--- config.mk ---
export PLATFORM = sky130hd
export DESIGN_NAME = vga_wb_master
export DESIGN_NICKNAME = d
export VERILOG_FILES = /design/src/rtl/vga_wb_master.sv
export SDC_FILE = /design/constraint.sdc
export NUM_CORES = 1
export LEC_CHECK = 0
export ABC_CLOCK_PERIOD_IN_PS = 5700
export CORE_AREA = 3 3 139 107
export CTS_BUF_LIST = sky130_fd_sc_hd__clkbuf_4
export CTS_CLUSTER_DIAMETER = 50
export DETAILED_ROUTE_END_ITERATION = 10
export DIE_AREA = 0 0 142 110
export PLACE_DENSITY = 0.88
export SLEW_MARGIN = 20
export SYNTH_ARGS = -nofsm -noshare
export SYNTH_HDL_FRONTEND = slang
export SYNTH_SLANG_ARGS = --single-unit
export TNS_END_PERCENT = 10
--- constraint.sdc ---
create_clock -name CLK_I -period 5.7 [get_ports CLK_I]
set_clock_uncertainty 0.05 [all_clocks]
set_input_delay 1.425 -clock CLK_I [delete_from_list [all_inputs] [get_ports CLK_I]]
set_output_delay 1.425 -clock CLK_I [all_outputs]
set_load 0.05 [all_outputs]
--- src/rtl/vga_wb_master.sv ---
// rtl/vga_wb_master.sv - Wishbone burst read master feeding the VGA line FIFO
// Optional registered-feedback cycle tags (CTI_O/BTE_O) under macro VGA_WB_B3_CTI_EN.
module vga_wb_master #(
    parameter int LCNT_W = 22
) (
    input  logic              CLK_I,
    input  logic              nRESET,
    input  logic              ven,
    input  logic              vbsw,
    input  logic [1:0]        vbl,
    input  logic [29:0]       VBARa,
    input  logic [29:0]       VBARb,
    input  logic [LCNT_W-1:0] frame_len,
    input  logic              fifo_nfull,
    output logic              fifo_wreq,
    output logic [31:0]       fifo_d,
    output logic [29:0]       ADR_O,
    output logic              CYC_O,
    output logic              STB_O,
    output logic              WE_O,
    output logic [3:0]        SEL_O,
`ifdef VGA_WB_B3_CTI_EN
    output logic [2:0]        CTI_O,
    output logic [1:0]        BTE_O,
`endif
    input  logic [31:0]       DAT_I,
    input  logic              ACK_I,
    input  logic              ERR_I,
    output logic              avmp,
    output logic              bsint,
    output logic              sint
);

    typedef enum logic [1:0] {IDLE, BURST, ERROR} state_t;

    state_t            state_q;
    logic [LCNT_W-1:0] word_cnt_q;
    logic [3:0]        burst_cnt_q;
    logic [29:0]       adr_q;
    logic [31:0]       fifo_d_q;
    logic              cyc_q, fifo_wreq_q, avmp_q, bsint_q, sint_q;
`ifdef VGA_WB_B3_CTI_EN
    logic [2:0]        cti_q;
`endif

    logic [3:0]        burst_len;
    logic [LCNT_W-1:0] frame_rem;
    logic [3:0]        burst_cnt_d;
    logic              frame_end;
    logic [29:0]       next_base;

    // A burst is clipped to the words left in the frame so it never spans frame end.
    always_comb begin
        burst_len   = 4'd1 << vbl;
        frame_rem   = frame_len - word_cnt_q;
        burst_cnt_d = burst_len;
        if (frame_rem != '0 && frame_rem < LCNT_W'(burst_len))
            burst_cnt_d = frame_rem[3:0];
        frame_end   = (word_cnt_q + LCNT_W'(1)) == frame_len;
        next_base   = (avmp_q ^ vbsw) ? VBARb : VBARa;
    end

    always_ff @(posedge CLK_I or negedge nRESET) begin
        if (!nRESET) begin
            state_q     <= IDLE;
            word_cnt_q  <= '0;
            burst_cnt_q <= '0;
            adr_q       <= '0;
            fifo_d_q    <= '0;
            cyc_q       <= 1'b0;
            fifo_wreq_q <= 1'b0;
            avmp_q      <= 1'b0;
            bsint_q     <= 1'b0;
            sint_q      <= 1'b0;
`ifdef VGA_WB_B3_CTI_EN
            cti_q       <= 3'b000;
`endif
        end else begin
            fifo_wreq_q <= 1'b0;
            bsint_q     <= 1'b0;
            sint_q      <= 1'b0;
            case (state_q)
                IDLE: begin
                    if (!ven) begin
                        word_cnt_q <= '0;
                        avmp_q     <= 1'b0;
                        adr_q      <= VBARa;
                    end else if (!fifo_nfull) begin
                        cyc_q       <= 1'b1;
                        burst_cnt_q <= burst_cnt_d;
                        state_q     <= BURST;
`ifdef VGA_WB_B3_CTI_EN
                        cti_q       <= (burst_cnt_d == 4'd1) ? 3'b111 : 3'b010;
`endif
                    end
                end
                BURST: begin
                    if (ERR_I) begin
                        cyc_q   <= 1'b0;
                        sint_q  <= 1'b1;
                        state_q <= ERROR;
`ifdef VGA_WB_B3_CTI_EN
                        cti_q   <= 3'b000;
`endif
                    end else if (ACK_I) begin
                        fifo_wreq_q <= 1'b1;
                        fifo_d_q    <= DAT_I;
                        adr_q       <= adr_q + 30'd1;
                        word_cnt_q  <= word_cnt_q + LCNT_W'(1);
                        burst_cnt_q <= burst_cnt_q - 4'd1;
`ifdef VGA_WB_B3_CTI_EN
                        cti_q       <= (burst_cnt_q == 4'd2) ? 3'b111 : 3'b010;
`endif
                        // Drop CYC on the final ACK so a combinational slave cannot ack again.
                        if (burst_cnt_q == 4'd1) begin
                            cyc_q   <= 1'b0;
                            state_q <= IDLE;
`ifdef VGA_WB_B3_CTI_EN
                            cti_q   <= 3'b000;
`endif
                        end
                        if (frame_end) begin
                            word_cnt_q <= '0;
                            adr_q      <= next_base;
                            if (vbsw) begin
                                avmp_q  <= ~avmp_q;
                                bsint_q <= 1'b1;
                            end
                        end
                    end
                end
                ERROR: begin
                    if (!ven)
                        state_q <= IDLE;
                end
                default: state_q <= IDLE;
            endcase
        end
    end

    assign ADR_O     = adr_q;
    assign CYC_O     = cyc_q;
    assign STB_O     = cyc_q;
    assign WE_O      = 1'b0;
    assign SEL_O     = 4'b1111;
    assign fifo_wreq = fifo_wreq_q;
    assign fifo_d    = fifo_d_q;
    assign avmp      = avmp_q;
    assign bsint     = bsint_q;
    assign sint      = sint_q;
`ifdef VGA_WB_B3_CTI_EN
    assign CTI_O     = cti_q;
    assign BTE_O     = 2'b00;
`endif

endmodule

## Word-level counts from Yosys, hierarchy flattened

Cells that the tools add are included.
W data, S select, Z words.

- Add/sub/neg operators: 4
- Magnitude comparators: 1
- Equality and inequality tests: 14
- Shifts and indexed selects: 1
- Muxes and demuxes: 46
- Bitwise gates (word level): 3
- Reductions and logical operators: 10

Operator list:

| operator | count |
|---|---|
| $mux W30 | 5 |
| $mux W22 | 4 |
| $pmux W30 S2 | 1 |
| $pmux W22 S2 | 1 |
| $add A30 B1 Y30 const B | 1 |
| $add A22 B1 Y22 const B | 1 |
| $eq A22 B22 Y1 | 1 |
| $lt A22 B4 Y1 | 1 |
| $reduce_bool A22 Y1 | 1 |
| $sub A22 B22 Y22 | 1 |
| $mux W1 | 20 |
| $mux W4 | 5 |
| $ne A2 B2 Y1 const B | 8 |
| $reduce_and A5 Y1 | 3 |
| $mux W2 | 6 |
| $pmux W4 S2 | 1 |
| $ne A3 B3 Y1 const B | 2 |
| $pmux W2 S3 | 1 |
| $reduce_and A6 Y1 | 1 |
| $eq A4 B1 Y1 const B | 1 |
| $pmux W1 S2 | 2 |
| $reduce_and A4 Y1 | 1 |
| $shl A1 B2 Y4 const A | 1 |
| $sub A4 B1 Y4 const B | 1 |
| 8 further kinds | 9 |

- Bits in registers: 95
- Input port bits: 123
- Output and inout bits: 73

## Longest topological paths before layout

- Depth in word-level cells: 7
- Depth in mapped cells: 15
- Depth with buffers taken out: 14

## Least setup slack after synthesis

OpenSTA, ideal clock, no wires.

- Path kind: in2reg
- Start point: in frame_len[2]
- End point: reg burst_cnt_q[1]
- Library setup time: 0.077 ns
- Arrival time: 4.266 ns
- Required time: 5.573 ns
- Path slack: 1.306 ns
- Cell stages on the path: 13
- Buffers on the path: 0
- Cells stage by stage: ha_1 > or2_2 > o22ai_1 > xnor2_1 > ha_1 > a21o_1 > a211oi_1 > o221ai_1 > or4_1 > nor4_1 > nand4_1 > mux2_2 > a21oi_1

- Cells in the longest elaborated chain, start to end: 7

RTL lines:

| what | line | RTL |
|---|---|---|
| start, declared | 13 | `input logic [LCNT_W-1:0] frame_len,` |
| $sub A22 B22 Y22 * | 55 | `frame_rem = frame_len - word_cnt_q;` |
| $lt A22 B4 Y1 or $reduce_bool A22 Y1 (tied branches) | 57 | `if (frame_rem != '0 && frame_rem < LCNT_W'(burst_len))` |
| $logic_and A1 B1 Y1 * | 57 |  |
| $mux W4 * | 57 |  |
| $mux W4 * | 88 | `end else if (!fifo_nfull) begin` |
| $mux W4 * | 84 | `if (!ven) begin` |
| $pmux W4 S2 * | 82 | `case (state_q)` |
| end signal, assigned | 90 | `burst_cnt_q <= burst_cnt_d;` |
| end signal, assigned | 110 | `burst_cnt_q <= burst_cnt_q - 4'd1;` |
| end, declared | 38 | `logic [3:0] burst_cnt_q;` |

Mark *: on every way between the ends. The rest lies on a longest branch, timed or not. The select of a mux whose other input is x is not followed.
A chain may end at the register's enable or synchronous reset.

## Final worst setup path

Ends and elaborated chain as after synthesis.

==> flow_summary_export.csv <==
group,metric,value,unit
finish,drive_gt1_frac,0.0447,
synthesis,yosysTopAreaCellShare,0.318,
synthesis,synth.largest_area_cell,"dfrtp_1",
place,hpwlAfterDp,18400,um
critical_path,r2r-end,"word_cnt_q[10]$_DFFE_PN0P_",
critical_path,r2r_cells,9,
global_route,gr-usage-all-layers,0.298,
drt,vias_per_cell,6.22,
sta,fmax,208,MHz
synthesis,yosysWarnings,0,
min_path,hold_end,"fifo_d[21]$_DFFE_PN0P_",
clocking,hold_buffers,0,
clocking,postCtsSetupRepairBufs,0,
critical_path,cp.arrival,5.18,ns
drt,postRouteAntennaNets,0,
clocking,clock_path_buffers,2,
critical_path,crit_fanout,6,
global_route,grt_pass1_wl,37600,um
global_route,grt_pass1_vias,7334,
floorplanning,die_w,142,um
synthesis,synth_ff_type,"dfrtp_1",
sta,min_period,4.81,ns
min_path,hold_depth,2,
sta,worst_pin_slew,1.04,ns
synthesis,synth_cell_types,67,
sta,fin_crit_sh,0.844,
place,gp_congestion,1.00,
critical_path,cp-start-kind,"primary input",
status,status,"finished clean",
synthesis,synth_seq_cells,95,
clocking,clockRootBuffer,"clkbuf_4",
floorplanning,initial_core_util,0.548,
sta,rsz0062_at_grt,"false",
synthesis,synth.area.top_cells,"dfrtp_1, nand2_1, xnor2_1, ha_1, nor4_1",
clocking,cts_sinks,95,
synthesis,async_reset_ff_frac,1.00,
sta,relSlewSlack,0.304,
floorplanning,die_h,110,um
power_and_ir_drop,p_leak,3.90,nW
synthesis,synth.cell_area,0.00748,mm2
finish,stdcell_area,0.00956,mm2
clocking,cts_resized,0,
clocking,worstSkewPairLatency,0.47,ns
global_route,grt_max_degree,78,
global_route,grt_overflow_total,0,
critical_path,required,6.07,ns
place,place_inst,1276,
clocking,cts_tree,"yes",
synthesis,syn_inst,965,
floorplanning,core,0.0137,mm2
drt,drc,0,
clocking,cts_buffers,9,
critical_path,rr_startpoint,"word_cnt_q[2]$_DFFE_PN0P_",
power_and_ir_drop,ir_drop,0.348,mV
finish,syn2layout_area_growth,27.8,%
drt,routedWlPerCell,18.9,um
finish,nNetsFinal,1265,
critical_path,r2r_slack,1.24,ns
drt,vias,8048,
place,placed_area,0.00939,mm2
critical_path,critPathKind,"primary input to flip-flop",
drt,postRouteWirelength,24500,um
finish,finalNonFillerCells,1294,
drt,drt_first_iter_violations,1087,
clocking,htree_levels,3,
floorplanning,ios,196,
synthesis,synth_edf_count,0,
power_and_ir_drop,powerDensity,393,mW/mm2
clocking,clk_pin_slew,0.18,ns
floorplanning,dieArea,0.0156,mm2
sta,drv_slew,0,
place,portBuffers,190,
sta,finalHoldViolCount,0,
synthesis,avgSynthCellArea,7.75,um2
floorplanning,num_rows,37,
synthesis,seq_area_frac_synth,0.318,
min_path,hold_path_class,"flip-flop to flip-flop",
sta,finalSetupViolCount,0,
sta,fin_hold_ws,0.450,ns
critical_path,endpoint_kind,"flip-flop",
min_path,min_from,"fifo_d[21]$_DFFE_PN0P_",
drt,first_pass_iters,6,
sta,setup_tns,0,ns
global_route,grt_antenna_before_repair,1,
flow_run,maxCapViolations,0,
-- critical path: stages --
cell and delay [ns]:
clkdlybuf4s50_1 0.48, ha_1 0.30, or2_2 0.33, o22ai_1 0.16, xnor2_1 0.21, ha_1 0.31
a21o_1 0.17, a211oi_1 0.16, o221ai_1 0.14, or4_1 0.43, nor4_1 0.24, nand4_1 0.32
mux2_2 0.37, a21oi_1 0.13
-- layer usage --
metal	wire length (um)	vias to the layer above	global-route usage
met2	10900	494	0.449
met4	510	0	0.0877
li1	-	3750	-
met3	2750	52	0.0677
met5	0	-	0
met1	10400	3752	0.431
-- power by group --
group	total, mW	switching [mW]	internal, mW
sequential	1.16	0.259	0.904
combinational	2.20	1.43	0.775
clock	0.386	0.280	0.105
total	3.75	1.97	1.78
-- cell families after synthesis --
group                    after synthesis  synth area share
AO/OA/AOI/OAI                        192             0.165
XOR/XNOR                              64            0.0750
adder cells (fa/ha/maj)               30            0.0509
buffers and inverters                104            0.0609
flip-flops                            95             0.318
multiplexers                          23            0.0316
other                                  2           0.00100
AND/OR/NAND/NOR                      455             0.297
-- metrics by stage --
stage	worst slack [ns]	util	total power, mW
floorplan	1.31	-	2.56
global placement	0.595	0.687	3.30
detailed placement	0.438	0.687	3.35
CTS	0.947	0.698	3.73
global route	0.726	0.700	3.95
finish	0.891	0.700	3.75
-- state kept, by name, summed over array words and instances, names as in the netlist --
name,flops
avmp,1
burst_cnt_q,4
CYC_O,1
sint,1
word_cnt_q,22
fifo_d,32
state_q,2
bsint,1
ADR_O,30
fifo_wreq,1
-- cell usage after synthesis, types with 5 or more instances --
master,n
a2111oi_0,5
a211oi_1,5
a21o_1,13
a21oi_1,44
a22oi_1,7
a31oi_1,6
and3_1,13
and4_1,6
buf_2,13
buf_4,7
clkbuf_1,41
dfrtp_1,95
ha_1,28
inv_1,38
mux2_2,5
mux2i_1,18
nand2_1,160
nand3_1,36
nand4_1,18
nor2_1,76
nor2b_1,7
nor3_1,43
nor4_1,52
o211ai_1,8
o21a_1,9
o21ai_0,50
o22ai_1,8
o31ai_1,5
or2_2,6
or3_1,11
or4_1,5
xnor2_1,42
xor2_1,22
-- cells in the final DEF (no fill, tap or decap), types with 10 or more instances in the layout --
master,n
o21ai_0,50
inv_1,38
ha_1,28
nor3_1,43
xor2_1,22
clkdlybuf4s50_1,189
or3_1,11
nand4_1,18
buf_4,10
nand3_1,36
xnor2_1,41
and3_1,13
nor2_1,76
nor4_1,52
nand2_1,159
a21oi_1,44
dfrtp_1,95
a21o_1,13
mux2i_1,18
-- how the worst max path moves through the flow --
stage	from	to	cells after the start
2_1_floorplan	frame_len[2]	burst_cnt_q[1]$_DFFE_PN0P_	13
3_3_place_gp	frame_len[2]	burst_cnt_q[1]$_DFFE_PN0P_	14
3_5_place_dp	frame_len[2]	burst_cnt_q[1]$_DFFE_PN0P_	14
4_1_cts	frame_len[2]	burst_cnt_q[1]$_DFFE_PN0P_	14
5_1_grt	frame_len[2]	burst_cnt_q[1]$_DFFE_PN0P_	14
6_report	frame_len[2]	burst_cnt_q[1]$_DFFE_PN0P_	14
-- final cells by class --
class	instances	area, um2
Inverter	38	143
Clock buffer	9	67.6
Clock inverter	7	73.8
Tap cell	175	219
Fill cell	1096	4100
Antenna cell	1	2.50
Sequential cell	95	2380
Timing Repair Buffer	200	1990
Multi-Input combinational cell	769	4690
Power figures use the tool's default switching activity.
